===== config.mk =====
export PLATFORM = sky130hd
export DESIGN_NAME = dcsk_tx_core
export DESIGN_NICKNAME = d
export VERILOG_FILES = /design/src/rtl/dcsk_pkg.sv /design/src/rtl/chaos_gen.sv /design/src/rtl/dcsk_tx_core.sv
export SDC_FILE = /design/constraint.sdc
export NUM_CORES = 1
export LEC_CHECK = 0
export CORE_MARGIN = 4
export CORE_UTILIZATION = 52
export DETAILED_ROUTE_END_ITERATION = 16
export GPL_ROUTABILITY_DRIVEN = 0
export PLACE_DENSITY = 0.75
export RECOVER_POWER = 50
export SYNTH_ARGS = -nofsm -noshare
export SYNTH_HDL_FRONTEND = slang
export SYNTH_SLANG_ARGS = --single-unit

===== constraint.sdc =====
create_clock -name i_clk -period 2.5 [get_ports i_clk]
set_input_delay 0.75 -clock i_clk [delete_from_list [all_inputs] [get_ports i_clk]]
set_output_delay 0.75 -clock i_clk [all_outputs]
set_load 0.01 [all_outputs]

===== src/rtl/dcsk_pkg.sv =====
// dcsk_pkg: shared types and helpers for the DCSK transmitter.
//   dcsk_state_e : transmitter FSM states
//   sf_code_t    : 2-bit spreading-factor code
//   sf_len()     : chips per segment for a given code
package dcsk_pkg;

    typedef enum logic [1:0] {
        ST_IDLE = 2'd0,
        ST_REF  = 2'd1,
        ST_DATA = 2'd2,
        ST_DONE = 2'd3
    } dcsk_state_e;

    typedef logic [1:0] sf_code_t;

    function automatic int unsigned sf_len(input int unsigned sf_min, input sf_code_t code);
        return sf_min << code;
    endfunction

endpackage


===== src/rtl/chaos_gen.sv =====
// chaos_gen: Galois LFSR used as the chaotic reference source.
//   i_clk, i_arst_n : clock, async active-low reset (state -> SEED_DEFAULT)
//   i_load          : load i_seed (a zero seed is replaced by 1)
//   i_advance       : step the generator once
//   i_seed          : seed value
//   o_chip          : current chip, state bit 0
module chaos_gen #(
    parameter int unsigned          CHAOS_W      = 8,
    parameter logic [CHAOS_W-1:0]   TAPS         = CHAOS_W'(8'hB8),
    parameter logic [CHAOS_W-1:0]   SEED_DEFAULT = CHAOS_W'(1)
) (
    input  logic               i_clk,
    input  logic               i_arst_n,
    input  logic               i_load,
    input  logic               i_advance,
    input  logic [CHAOS_W-1:0] i_seed,
    output logic               o_chip
);

    logic [CHAOS_W-1:0] state_q, state_d;

    always_comb begin
        state_d = state_q;
        if (i_load) begin
            // the all-zero state is a fixed point of the LFSR
            state_d = (i_seed == '0) ? CHAOS_W'(1) : i_seed;
        end else if (i_advance) begin
            state_d = (state_q >> 1) ^ (state_q[0] ? TAPS : '0);
        end
    end

    always_ff @(posedge i_clk or negedge i_arst_n) begin
        if (!i_arst_n) state_q <= SEED_DEFAULT;
        else           state_q <= state_d;
    end

    assign o_chip = state_q[0];

endmodule


===== src/rtl/dcsk_tx_core.sv =====
// dcsk_tx_core: differential chaos-shift-keying transmitter.
// Each message bit is sent as a reference segment of SF chaos chips followed
// by a data segment that repeats (bit 1) or inverts (bit 0) that reference.
//   i_clk, i_arst_n : clock, async active-low reset
//   i_msg, i_send   : frame payload and request (accepted only when o_ready)
//   i_seed, i_load_seed : generator seed load (IDLE only)
//   i_sf            : spreading-factor code, SF = SF_MIN << i_sf
//   o_tx, o_tx_valid: chip output (1 = +1, 0 = -1) and qualifier
//   o_ready, o_done : idle indicator, one-cycle end-of-frame pulse
//
// state   | meaning
// IDLE    | waiting for i_send, seed loads allowed
// REF     | emitting chaos reference chips, filling ref buffer
// DATA    | emitting buffered chips modulated by current bit
// DONE    | single end-of-frame cycle
module dcsk_tx_core
    import dcsk_pkg::*;
#(
    parameter int unsigned          MSG_W        = 32,
    parameter int unsigned          CHAOS_W      = 8,
    parameter logic [CHAOS_W-1:0]   TAPS         = CHAOS_W'(8'hB8),
    parameter logic [CHAOS_W-1:0]   SEED_DEFAULT = CHAOS_W'(1),
    parameter int unsigned          SF_MIN       = 8,
    parameter bit                   MSB_FIRST    = 1'b1
) (
    input  logic               i_clk,
    input  logic               i_arst_n,
    input  logic [MSG_W-1:0]   i_msg,
    input  logic               i_send,
    input  logic [CHAOS_W-1:0] i_seed,
    input  logic               i_load_seed,
    input  logic [1:0]         i_sf,
    output logic               o_tx,
    output logic               o_tx_valid,
    output logic               o_ready,
    output logic               o_done
);

    localparam int unsigned SF_MAX = 8 * SF_MIN;
    localparam int unsigned CW     = $clog2(SF_MAX);
    localparam int unsigned BW     = (MSG_W > 1) ? $clog2(MSG_W) : 1;

    dcsk_state_e      state_q, state_d;
    logic [MSG_W-1:0] msg_q, msg_d;
    logic [CW-1:0]    sf_last_q, sf_last_d;
    logic [CW-1:0]    chip_q, chip_d;
    logic [BW-1:0]    bit_q, bit_d;
    logic             ref_buf_q [SF_MAX];

    logic             gen_load, gen_adv, gen_chip;
    logic [BW-1:0]    bit_sel;
    logic             msg_bit;
    logic             seg_end;

    chaos_gen #(
        .CHAOS_W      (CHAOS_W),
        .TAPS         (TAPS),
        .SEED_DEFAULT (SEED_DEFAULT)
    ) u_chaos_gen (
        .i_clk     (i_clk),
        .i_arst_n  (i_arst_n),
        .i_load    (gen_load),
        .i_advance (gen_adv),
        .i_seed    (i_seed),
        .o_chip    (gen_chip)
    );

    // bit_q always counts up; the order flip happens only at the select
    assign bit_sel = MSB_FIRST ? (BW'(MSG_W - 1) - bit_q) : bit_q;
    assign msg_bit = msg_q[bit_sel];
    assign seg_end = (chip_q == sf_last_q);

    always_comb begin
        state_d    = state_q;
        msg_d      = msg_q;
        sf_last_d  = sf_last_q;
        chip_d     = chip_q;
        bit_d      = bit_q;
        gen_load   = 1'b0;
        gen_adv    = 1'b0;
        o_tx       = 1'b0;
        o_tx_valid = 1'b0;
        o_ready    = 1'b0;
        o_done     = 1'b0;
        unique case (state_q)
            ST_IDLE: begin
                o_ready  = 1'b1;
                gen_load = i_load_seed;
                if (i_send) begin
                    msg_d     = i_msg;
                    sf_last_d = CW'(sf_len(SF_MIN, i_sf) - 1);
                    chip_d    = '0;
                    bit_d     = '0;
                    state_d   = ST_REF;
                end
            end
            ST_REF: begin
                o_tx       = gen_chip;
                o_tx_valid = 1'b1;
                gen_adv    = 1'b1;
                if (seg_end) begin
                    chip_d  = '0;
                    state_d = ST_DATA;
                end else begin
                    chip_d = chip_q + 1'b1;
                end
            end
            ST_DATA: begin
                o_tx       = ref_buf_q[chip_q] ~^ msg_bit;
                o_tx_valid = 1'b1;
                if (seg_end) begin
                    chip_d = '0;
                    if (bit_q == BW'(MSG_W - 1)) begin
                        state_d = ST_DONE;
                    end else begin
                        bit_d   = bit_q + 1'b1;
                        state_d = ST_REF;
                    end
                end else begin
                    chip_d = chip_q + 1'b1;
                end
            end
            ST_DONE: begin
                o_done  = 1'b1;
                state_d = ST_IDLE;
            end
            default: state_d = ST_IDLE;
        endcase
    end

    always_ff @(posedge i_clk or negedge i_arst_n) begin
        if (!i_arst_n) begin
            state_q   <= ST_IDLE;
            msg_q     <= '0;
            sf_last_q <= '0;
            chip_q    <= '0;
            bit_q     <= '0;
        end else begin
            state_q   <= state_d;
            msg_q     <= msg_d;
            sf_last_q <= sf_last_d;
            chip_q    <= chip_d;
            bit_q     <= bit_d;
        end
    end

    // reference buffer needs no reset: every entry is written before it is read
    always_ff @(posedge i_clk) begin
        if (state_q == ST_REF) ref_buf_q[chip_q] <= gen_chip;
    end

endmodule


**Word level (Yosys, flattened, before mapping)**

Memories as Yosys holds them, arrays and structs flattened.
Index checks and enable logic that the tools add are counted.

- Output and inout bits: 4
- Word-level logic and storage cells: 59
- Bits in writable memories: 64
- Memories: 1
- Input bits: 46
- Register bits after elaboration: 59

Memory list:

| memory | depth | bits a word | rd ports | clocked after Yosys merged registers in | write ports | RTL line | RTL |
|---|---|---|---|---|---|---|---|
| ref_buf_q | 64 | 1 | 1 | 0 | 1 | dcsk_tx_core.sv:48 | `logic ref_buf_q [SF_MAX];` |

- Add/subtract/negate cells: 4
- Shift operators: 1
- Bitwise operators: 2
- Reduce and logical (&&, ||, !) cells: 10
- Magnitude comparators: 1
- Equality and inequality tests: 9
- Muxes and demuxes: 25

Operator list:

| cell | number |
|---|---|
| $mux W8 | 4 |
| $mux W5 | 3 |
| $mux W6 | 2 |
| $pmux W6 S2 | 1 |
| $pmux W5 S2 | 1 |
| $logic_not A8 Y1 | 1 |
| $mux W2 | 4 |
| $ne A2 B2 Y1 const B | 4 |
| $pmux W2 S4 | 1 |
| $xor A7 B8 Y8 | 1 |
| $mux W1 | 7 |
| $add A6 B1 Y6 const B | 1 |
| $eq A6 B6 Y1 | 1 |
| $lt A5 B6 Y1 const B | 1 |
| $reduce_bool A2 Y1 | 3 |
| $shl A4 B2 Y6 const A | 1 |
| $sub A6 B1 Y6 const B | 1 |
| $add A5 B1 Y5 const B | 1 |
| $bmux W1 S5 | 1 |
| $eq A5 B5 Y1 const B | 1 |
| $sub A5 B5 Y5 const A | 1 |
| $eq A2 B2 Y1 const B | 2 |
| $reduce_and A2 Y1 | 2 |
| $reduce_and A4 Y1 | 1 |
| other kinds (6) | 6 |

**Depth between registers and ports, before layout**

Gate-level depths: netlist (run 1).

- Word-level depth: 5
- Gate-level depth with buffers: 10

**Modules after synthesis**

Synthesis (run 1) repeated with hierarchy kept, for this count alone.

- Cell total of the unflattened synthesis: 464
- Area, all modules: 5735.5 µm²

Modules (own cells, without submodules):

| module | instances | area an instance (µm²) | cells an instance |
|---|---|---|---|
| dcsk_tx_core | 1 | 5328.9 | 424 |
| chaos_gen | 1 | 406.6 | 40 |

**Worst setup path before layout (run 1)**

No wires, ideal clock.

- Path kind: reg-to-output
- From: reg bit_q[0]
- To: out o_tx
- Data required time: 1.750 ns
- Cell stages (with the launch flop): 7
- Path slack: -0.224 ns
- Buffers on the path: 1
- Arrival: 1.974 ns
- Cells stage by stage: dfrtp_1 > buf_4 > mux4_2 > mux4_2 > mux2i_1 > nand3_1 > o211ai_2

- Cells in the longest elaborated chain, start to end: 5

RTL lines:

| item | RTL line | RTL |
|---|---|---|
| start, declared | dcsk_tx_core.sv:47 | `logic [BW-1:0] bit_q, bit_d;` |
| start signal, assigned | dcsk_tx_core.sv:143 | `bit_q <= bit_d;` |
| $sub A5 B5 Y5 | dcsk_tx_core.sv:69 | `assign bit_sel = MSB_FIRST ? (BW'(MSG_W - 1) - bit_q) : bit_q;` |
| $bmux W1 S5 | dcsk_tx_core.sv:70 | `assign msg_bit = msg_q[bit_sel];` |
| $mux W1 (not written as such) | dcsk_tx_core.sv:70 |  |
| $xnor A1 B1 Y1 | dcsk_tx_core.sv:109 | `o_tx = ref_buf_q[chip_q] ~^ msg_bit;` |
| $pmux W1 S2 | dcsk_tx_core.sv:85 | `unique case (state_q)` |
| end, declared | dcsk_tx_core.sv:33 | `output logic o_tx,` |

Every way passes these cells. The select of a mux whose other input is x is not followed.

**Final worst setup path (run 1)**

Same ends and word-level chain as after synthesis.

==> metrics, run 1 <==
initial antenna violation count 0; Worst Path Arrival 2.70 ns; Max VDD drop 0.761 mV; die height 114 um; starting DRC count in detailed routing 382; Slew Limit Fails 0; design area 7290 um^2; core area 10900 um^2; clk buf depth 2; min Tclk post-route 3.45 ns; vias in the first global route 4334; Static Leak 2.78 nW; slowest cell delay on critical path 0.51 ns; crit-path leading delay family multiplexers; Min Hold Slack 0.509 ns; Die ar. 12900 um^2; Async S/R FF share, synth 47.1%; WL per Instance 17.9 um; ant diodes 0; total wire length 12.7 mm; Avg Cell Area, Syn 12.2 um^2; Hold Path Class reg2reg; Crit. End Element primary output; Syn. warnings 0; clk slew on worst S/H paths 0.06 ns; clock share of power 24.8%; Root Buffer clkbuf_8; initial core utilization 53.4%; vias 4075; R2R Path Start chip_q[2]; Least-Margin Pin Slew 1.40 ns; Seq/Total Area, Yosys 57.6%; Final Skew 0.0112 ns; Post-synth top flop edfxtp_1; synth-to-layout area growth 25.3%; Clock Latency Late Sink 0.52 ns; Slew HR 6.37%; Max Clock Freq 290 MHz; Inst Count DP 679; Netlist cell types 47; post-CTS setup buffers 0; CTS Buf Count 17; CP most frequent cell mux4_2; layout cell share with drive strength beyond 1 25.0%; Buffers on Ports 49; CP Class reg2out; # nets final 611; H-tree Lvls 4; PwrDens 1200 nW/um^2; HP Start msg_q[9]; Net Sw Power 3.09 mW; Tcrit/Tclk final 138%; cell count after synthesis 477; area leader, netlist edfxtp_1; Critical Path Slowest Stage Cell mux4_2; Sink Count 121; fill cell count 802; # Max-Cap Violations 0; RSZ-0062 raised after global routing true; crit-path cells buf_12 > mux4_2 > mux4_2 > mux2i_2 > nand3_1 > o211ai_2 > buf_2; I/O Pins 50; gr ovfl total 0; Finished Layout Cells 711; Via density 5.73; top cells by area, synth edfxtp_1 (33%), dfrtp_1 (24%), mux2_2 (7.0%), mux4_2 (5.8%), mux2i_1 (5.0%); worst-path fanout max 6; Post-Synthesis Net Count 530; share of the synthesized area in the top cell type 33.0%; failing checks negative setup slack; # rows 38; startpoint types flop; Fin. Hold Viols 0; CTS tree built; Post-synth EDFFs 64; # setup viols final 1; setup ws final -0.946 ns; Remaining DRCs 0; outcome finished, violations left; largest net degree at the start of global routing 70; Flop pwr share 35.4%; Mapped Area 5820 um^2; GRT Overall Usage 20.9%; placed cell area 6750 um^2; WP buf/inv 2; flops & latches, synth 121; CP Launch Point bit_q[0]; ANT nets after route 0; Die Width 114 um; Pint 5.67 mW; post-DP HPWL 8.70 mm; Hold Buf Count CTS 0; Critical Path RT 1.75 ns; switching share of power 35.2%; top-count cell post-synth nor2_1; TritonRoute pass-1 iters 5; most instantiated cells after synthesis nor2_1 (77), edfxtp_1 (64), dfrtp_1 (56), nand2_1 (37), mux2_2 (36); combinational share of power 39.8%; global-route wire length before repair 21.2 mm
## cell type report
class                           count  area (um^2)  area share (%)
Sequential cell                   121         3350            46.0
Multi-Input combinational cell    320         2330            31.9
Clock inverter                     15          121            1.67
Timing Repair Buffer               94          883            12.1
Clock buffer                       17          414            5.68
Inverter                            4         15.0           0.206
Tap cell                          140          175            2.40
## power by group through the flow
stage | registers [mW] | logic (mW) | clock network (mW)
global placement | 3.09 | 3.31 | 0
floorplan | 3.01 | 2.31 | 0
global route | 3.14 | 3.81 | 2.29
CTS | 3.09 | 3.47 | 2.20
detailed placement | 3.12 | 3.44 | 0
finish | 3.10 | 3.49 | 2.17
## registers in the layout, indices dropped and copies added, names as in the netlist
signal               cells
ref_buf_q               64
msg_q                   32
u_chaos_gen.state_q      8
chip_q                   6
bit_q                    5
sf_last_q                4
state_q                  2
## timing repair
action | 4_1_cts | 5_1_grt
setup endpoints to repair | 2 | 4
resized for setup | 7 | 5
pin swaps | 1 | 0
## kinds of logic (layout without fill, tap and decap cells)
logic type	Yosys count	count (layout)	synth area share (%)
simple gates	161	161	12.5
flops	121	121	57.6
mux	80	80	17.8
compound gates	66	66	7.01
buf+inv	36	130	2.73
fa+ha+maj	7	7	1.51
xor+xnor	6	6	0.903
## layer usage
layer / GRT usage [%] / routed length [um]
met5: 0 / 0
met4: 7.93 / 267
met3: 3.98 / 643
met2: 35.9 / 6630
met1: 26.4 / 5170
## layout by cell type, fill, tap and decap left out, drive strengths merged, types with 6 or more instances in the layout
cell type and instances:
nor2 78, edfxtp 64, dfrtp 56, buf 45
clkdlybuf4s50 43, nand2 37, mux2 36, mux2i 29
o21ai 27, clkbuf 19, mux4 15, a21oi 13
nand3 10, clkinv 9, inv 8, ha 7
nor3 6, xnor2 6
## metrics by stage
step                worst slack, ns  setup TNS [ns]  total power [mW]  util (%)
finish                       -0.946          -0.946              8.76      66.9
global route                  -1.04           -1.04              9.25      66.9
detailed placement           -0.854          -0.854              6.56      62.0
floorplan                    -0.195          -0.195              5.32         -
global placement             -0.827          -0.827              6.40      62.0
CTS                          -0.976          -0.976              8.75      66.9
## final timing paths
check | to | slack, ns | cells after the start
max in group asynchronous | chip_q[0] | 0.93 | 2
max reg2reg | chip_q[2] | 0.20 | 8
max | o_tx | -0.95 | 7
min reg2reg | msg_q[9] | 0.51 | 1
min | msg_q[9] | 0.51 | 1
min in group asynchronous | u_chaos_gen.state_q[2] | 0.63 | 2
No activity file was read; power rests on OpenSTA's default activity.
==> inputs of run 2 (changes only) <==
--- a/config.mk
+++ b/config.mk
@@ -11,6 +11,7 @@
 export GPL_ROUTABILITY_DRIVEN = 0
 export PLACE_DENSITY = 0.75
 export RECOVER_POWER = 50
+export SLEW_MARGIN = 5
 export SYNTH_ARGS = -nofsm -noshare
 export SYNTH_HDL_FRONTEND = slang
 export SYNTH_SLANG_ARGS = --single-unit
==> results of run 2 <==
Same layout as run 1: the final DEF is identical, and so are final timing and power.
